==> config.mk <==
export PLATFORM = sky130hd
export DESIGN_NAME = video_timing_driver
export DESIGN_NICKNAME = d
export VERILOG_FILES = /design/src/rtl/video_timing_pkg.sv /design/src/rtl/timing_axis_cnt.sv /design/src/rtl/video_timing_driver.sv
export SDC_FILE = /design/constraint.sdc
export NUM_CORES = 1
export LEC_CHECK = 0
export ABC_AREA = 1
export CAP_MARGIN = 20
export CELL_PAD_IN_SITES_DETAIL_PLACEMENT = 0
export CELL_PAD_IN_SITES_GLOBAL_PLACEMENT = 1
export CORE_ASPECT_RATIO = 1.75
export CORE_MARGIN = 2
export CORE_UTILIZATION = 35
export CTS_CLUSTER_DIAMETER = 60
export DETAILED_ROUTE_END_ITERATION = 10
export GPL_TIMING_DRIVEN = 1
export PLACE_DENSITY = 0.95
export SLEW_MARGIN = 20
export SYNTH_ARGS = -nofsm -noshare
export SYNTH_HDL_FRONTEND = slang
export SYNTH_SLANG_ARGS = --single-unit
export TNS_END_PERCENT = 10
==> constraint.sdc <==
create_clock -name pixel_clk -period 3.1 [get_ports pixel_clk]
set_input_delay 0.465 -clock pixel_clk [delete_from_list [all_inputs] [get_ports pixel_clk]]
set_output_delay 0.465 -clock pixel_clk [all_outputs]
set_load 0.005 [all_outputs]
==> src/rtl/video_timing_pkg.sv <==
// Shared timing constants, counter/colour types and helpers for the HDMI raster generator.
package video_timing_pkg;

    localparam int unsigned CNT_W   = 12;
    localparam int unsigned COORD_W = 11;

    typedef logic [CNT_W-1:0]   cnt_t;
    typedef logic [COORD_W-1:0] coord_t;
    typedef logic [23:0]        rgb_t;

    localparam rgb_t RGB_BLACK = '0;

    // 1920x1080 @ 60 Hz
    localparam int unsigned P1080_H_SYNC  = 44;
    localparam int unsigned P1080_H_BACK  = 148;
    localparam int unsigned P1080_H_DISP  = 1920;
    localparam int unsigned P1080_H_FRONT = 88;
    localparam int unsigned P1080_V_SYNC  = 5;
    localparam int unsigned P1080_V_BACK  = 36;
    localparam int unsigned P1080_V_DISP  = 1080;
    localparam int unsigned P1080_V_FRONT = 4;

    // 1280x720 @ 60 Hz
    localparam int unsigned P720_H_SYNC  = 40;
    localparam int unsigned P720_H_BACK  = 220;
    localparam int unsigned P720_H_DISP  = 1280;
    localparam int unsigned P720_H_FRONT = 110;
    localparam int unsigned P720_V_SYNC  = 5;
    localparam int unsigned P720_V_BACK  = 20;
    localparam int unsigned P720_V_DISP  = 720;
    localparam int unsigned P720_V_FRONT = 5;

    // Number of counts in one axis period (line length or frame height).
    function automatic int unsigned axis_total(input int unsigned sync, input int unsigned back,
                                               input int unsigned disp, input int unsigned front);
        return sync + back + disp + front;
    endfunction

endpackage

==> src/rtl/timing_axis_cnt.sv <==
// One raster axis: wrapping position counter plus sync/active/request window decodes.
module timing_axis_cnt
    import video_timing_pkg::*;
#(
    parameter int unsigned SYNC  = P1080_H_SYNC,
    parameter int unsigned BACK  = P1080_H_BACK,
    parameter int unsigned DISP  = P1080_H_DISP,
    parameter int unsigned FRONT = P1080_H_FRONT,
    parameter int unsigned LEAD  = 0
) (
    input  logic             pixel_clk,
    input  logic             sys_rst,
    input  logic             inc_i,
    output logic [CNT_W-1:0] cnt_o,
    output logic             wrap_o,
    output logic             sync_o,
    output logic             active_o,
    output logic             req_o
);

    localparam cnt_t LAST    = cnt_t'(axis_total(SYNC, BACK, DISP, FRONT) - 1);
    localparam cnt_t SYNC_HI = cnt_t'(SYNC);
    localparam cnt_t ACT_LO  = cnt_t'(SYNC + BACK);
    localparam cnt_t ACT_HI  = cnt_t'(SYNC + BACK + DISP);
    localparam cnt_t REQ_LO  = cnt_t'(SYNC + BACK - LEAD);
    localparam cnt_t REQ_HI  = cnt_t'(SYNC + BACK + DISP - LEAD);

    cnt_t cnt_q;
    cnt_t cnt_d;

    // Next position: hold, step, or wrap to zero at the end of the period.
    always_comb begin
        cnt_d = cnt_q;
        if (inc_i) begin
            cnt_d = wrap_o ? '0 : cnt_q + cnt_t'(1);
        end
    end

    // Position register with synchronous reset to the start of the period.
    always_ff @(posedge pixel_clk) begin
        if (sys_rst) begin
            cnt_q <= '0;
        end else begin
            cnt_q <= cnt_d;
        end
    end

    assign cnt_o    = cnt_q;
    assign wrap_o   = (cnt_q == LAST);
    assign sync_o   = (cnt_q < SYNC_HI);
    assign active_o = (cnt_q >= ACT_LO) && (cnt_q < ACT_HI);
    assign req_o    = (cnt_q >= REQ_LO) && (cnt_q < REQ_HI);

endmodule

==> src/rtl/video_timing_driver.sv <==
// Raster timing generator: sync/DE to the HDMI encoder and one-cycle-early pixel requests.
module video_timing_driver
    import video_timing_pkg::*;
#(
    parameter int unsigned H_SYNC   = P1080_H_SYNC,
    parameter int unsigned H_BACK   = P1080_H_BACK,
    parameter int unsigned H_DISP   = P1080_H_DISP,
    parameter int unsigned H_FRONT  = P1080_H_FRONT,
    parameter int unsigned V_SYNC   = P1080_V_SYNC,
    parameter int unsigned V_BACK   = P1080_V_BACK,
    parameter int unsigned V_DISP   = P1080_V_DISP,
    parameter int unsigned V_FRONT  = P1080_V_FRONT,
    parameter logic        SYNC_POL = 1'b1
) (
    input  logic         pixel_clk,
    input  logic         sys_rst,
    input  logic [23:0]  pixel_data,
    output logic [10:0]  pixel_xpos,
    output logic [10:0]  pixel_ypos,
    output logic         data_req,
    output logic         video_hs,
    output logic         video_vs,
    output logic         video_de,
    output logic [23:0]  video_rgb,
    output logic         frame_start
);

    localparam cnt_t X_OFS = cnt_t'(H_SYNC + H_BACK - 1);
    localparam cnt_t Y_OFS = cnt_t'(V_SYNC + V_BACK);

    cnt_t h_cnt;
    cnt_t v_cnt;
    logic h_wrap, h_sync, h_act, h_req;
    logic v_sync, v_act, v_req;

    timing_axis_cnt #(
        .SYNC (H_SYNC),
        .BACK (H_BACK),
        .DISP (H_DISP),
        .FRONT(H_FRONT),
        .LEAD (1)
    ) u_h_axis (
        .pixel_clk(pixel_clk),
        .sys_rst  (sys_rst),
        .inc_i    (1'b1),
        .cnt_o    (h_cnt),
        .wrap_o   (h_wrap),
        .sync_o   (h_sync),
        .active_o (h_act),
        .req_o    (h_req)
    );

    // The vertical wrap condition is implied by h_wrap gating the increment.
    timing_axis_cnt #(
        .SYNC (V_SYNC),
        .BACK (V_BACK),
        .DISP (V_DISP),
        .FRONT(V_FRONT),
        .LEAD (0)
    ) u_v_axis (
        .pixel_clk(pixel_clk),
        .sys_rst  (sys_rst),
        .inc_i    (h_wrap),
        .cnt_o    (v_cnt),
        .wrap_o   (),
        .sync_o   (v_sync),
        .active_o (v_act),
        .req_o    (v_req)
    );

    // Output decode of the counter registers; pixel_data only reaches video_rgb via the DE gate.
    always_comb begin
        video_hs    = h_sync ? SYNC_POL : ~SYNC_POL;
        video_vs    = v_sync ? SYNC_POL : ~SYNC_POL;
        video_de    = h_act & v_act;
        data_req    = h_req & v_req;
        pixel_xpos  = '0;
        pixel_ypos  = '0;
        if (data_req) begin
            pixel_xpos = coord_t'(h_cnt - X_OFS);
            pixel_ypos = coord_t'(v_cnt - Y_OFS);
        end
        video_rgb   = video_de ? pixel_data : RGB_BLACK;
        frame_start = (h_cnt == '0) && (v_cnt == '0);
    end

endmodule
==> impl_results.md, run 1 <==
- Nets@finish: 502
- Yosys reg bits: 24
- Synth warn: 0
- Layout cell share with drive strength beyond 1: 0.167
- Final wirelength: 6930 um
- Post-route clock period utilization: 0.966
- Setup Viol. Count Final: 0
- Initial antenna violation count: 0
- Die Span X: 68.1 um
- Critical Path AT: 2.53 ns
- Most frequent cells in the layout: 91 x nand2_1, 76 x clkdlybuf4s50_1, 60 x nor2_1
- Syn_area_per_cell: 6.45 um2
- IO Pins: 77
- DR WL/cell: 12.5 um
- Setup Skew: 0.00528 ns
- Crit end category: primary output
- Min Tclk post-route: around 3.0 ns
- Multi-input gate area: 1690 um2
- Routability cong.: 0.901
- Starting Density: 0.364
- Row cnt: 40
- Slew headroom: 0.714
- Type of the worst min-delay path: reg2reg
- Pre-CTS setup slack: around 0.14 ns
- Die extent in y: 116 um
- Kind of critical path: reg2out
- Via density: around 4.6
- H-tree depth: 1
- Crit path cell chain: inv_1 > ha_2 > a21oi_1 > nand2_1 > nand2_4 > nor2_2 > nor2_4 > nand2_8 > buf_16 > nor2_4 > clkdlybuf4s50_1
- Hold violation total from the final report: 0
- HPWL after detailed placement: 5560 um
- Cell family with most CP delay: buffers and inverters
- Dpl cells: 543
- Final WS setup: about 0.11 ns
- Leakage: roughly 1.5 nW
- Clk sinks: 24
- Ant diodes: 0
- PD cells: 191 nW/um2
- DRC errors left: 0
- Clk root buf: clkbuf_16
- Final Max Slew Viols: 0
- Buf/Inv on CP: 3
- Die area: 7910 um2
- Global-route wire length before repair: 10500 um
- CP max stage delay: 0.52 ns
- Netlist cell types: 29
- CP required: 2.63 ns
- CTS tree: done
- MaxCap Viol Count: 0
- Max Buffers Root-to-Sink: 2
- Fillers: 700
- Max IR drop VDD: between 0.0001 and 0.00015 V
- Routed Antenna Nets: 0
- CTS clock-pin slew for the worst setup and hold paths: about 0.06 ns
- Worst-margin pin slew: 0.427 ns
- Syn nets: approximately 420
- Syn Inst Count: slightly below 400
- Total GRT Usage: 0.175
- Initial drt markers: 91
- Final core occ: 0.506
- Vias in the first global route: 2357
- Commonest non-fill, non-tap cell in the layout: nand2_1
- Core ar.: about 7000 um2
- Critical Path Source Type: register
- Fin cells: 552
- Sequential area share after synthesis: 0.191
- Drt pass-1 iters: 4
- Largest net degree at the start of global routing: 26
- Crit path max-delay cell type: clkdlybuf4s50_1
- Status: finished, final reports clean
- Worst-skew pair later-pin latency: approximately 0.26 ns
- Gr ovfl total: 0
- FF/Latch Area: 488 um2
- Mapped Area: 2520 um2
- TritonCTS buffer count: 3
- Crit-path max FO: 9
- Max Fclk: roughly 330 MHz
- Hold-fix buffers at CTS: 0
- I/O Buffers: 76
- P&R area growth vs syn: 38.8%
- CP most frequent cell: nor2_4
- Vias: 2543
## worst register-to-register path, cell delays in order, from the launching register on
cell and delay (ns):
dfxtp_1 0.39, ha_4 0.17, nand2_1 0.10, nor2_1 0.16, nand2_1 0.06, nor2_1 0.32
nand3_1 0.19, nand2_1 0.13, nor2_1 0.05
## power by group
group          leakage [nW]  switching, W  total [W]  internal [W]
Sequential            0.195    0.00000559   0.000316      0.000311
Combinational          1.27     0.0000319  0.0000735     0.0000416
Clock                0.0370      0.000107   0.000278      0.000171
Total                  1.50      0.000144   0.000667      0.000523
## what timing repair did
item,4_1_cts,5_1_grt
resized for setup,3,7
endpoints found under the hold margin,0,0
endpoints found under the setup margin,31,30
gates cloned,0,1
pin swaps,1,3
buffers inserted,0,5
## metrics by stage
step,area [um2],TNS [ns],power (W),hold WS [ns]
global placement,3320,0,0.000395,0.470
CTS,3400,-0.00431,0.000673,0.484
global route,3490,-0.00835,0.000689,0.489
finish,3490,0,0.000667,0.478
detailed placement,3320,0,0.000396,0.477
floorplan,2520,0,0.000355,0.452
## synthesized netlist by cell type, drive strengths merged
library cell  count  area [um2]
nand4            12        75.1
inv              67         252
xor2             11        96.3
a211oi            1        7.51
o21ai             9        45.0
nand2            97         399
buf              11         121
nor2            103         699
ha                6        75.1
nand3            30         155
xnor2             1        8.76
o21a              2        15.0
a311oi            1        8.76
nor4              1        6.26
a21oi             8        40.0
nor3              5        25.0
o22ai             1        6.26
dfxtp            24         480
## worst paths after layout
kind	end	depth (start not counted)	slack [ns]	startpoint
worst max-delay path	pixel_xpos[0]	11	0.11	u_v_axis.cnt_o[0]
worst min-delay path	u_h_axis.cnt_o[0]	1	0.48	u_h_axis.cnt_o[0]
worst max register to register	u_v_axis.cnt_o[3]	8	1.42	u_h_axis.cnt_o[1]
worst min register to register	u_h_axis.cnt_o[0]	1	0.48	u_h_axis.cnt_o[0]
## registers in the layout, summed over array words and instances (netlist names)
signal	flops
u_h_axis.cnt_o	12
u_v_axis.cnt_o	12
## routing by layer
metal / routed length, um / global-route usage / up-vias
li1: - / - / 1348
met3: 185 / 0.0173 / 14
met1: 2510 / 0.172 / 1132
met2: 4020 / 0.344 / 49
met5: 0 / 0 / -
met4: 206 / 0.0867 / 0
## cell families (layout without fill, tap and decap cells)
kind of cell / after synthesis / after routing / share of synthesized area
simple gates: 248 / 248 / 0.541
flops: 24 / 24 / 0.191
buf+inv: 78 / 156 / 0.148
xor+xnor: 12 / 12 / 0.0418
compound gates: 22 / 22 / 0.0487
fa+ha+maj: 6 / 6 / 0.0298
## area by class of cell
type | count | area share
multi-input cells | 288 | 0.483
repair buffers | 86 | 0.254
flip-flops and latches | 24 | 0.140
inverters | 67 | 0.0720
well taps | 84 | 0.0301
clock buffers | 3 | 0.0215
(Power assumes the default switching activity.)
==> run 2: changes to the inputs <==
Settings changed: CAP_MARGIN 20 to unset.
==> results of run 2 <==
Final layout, timing and power as in run 1 (identical DEF).
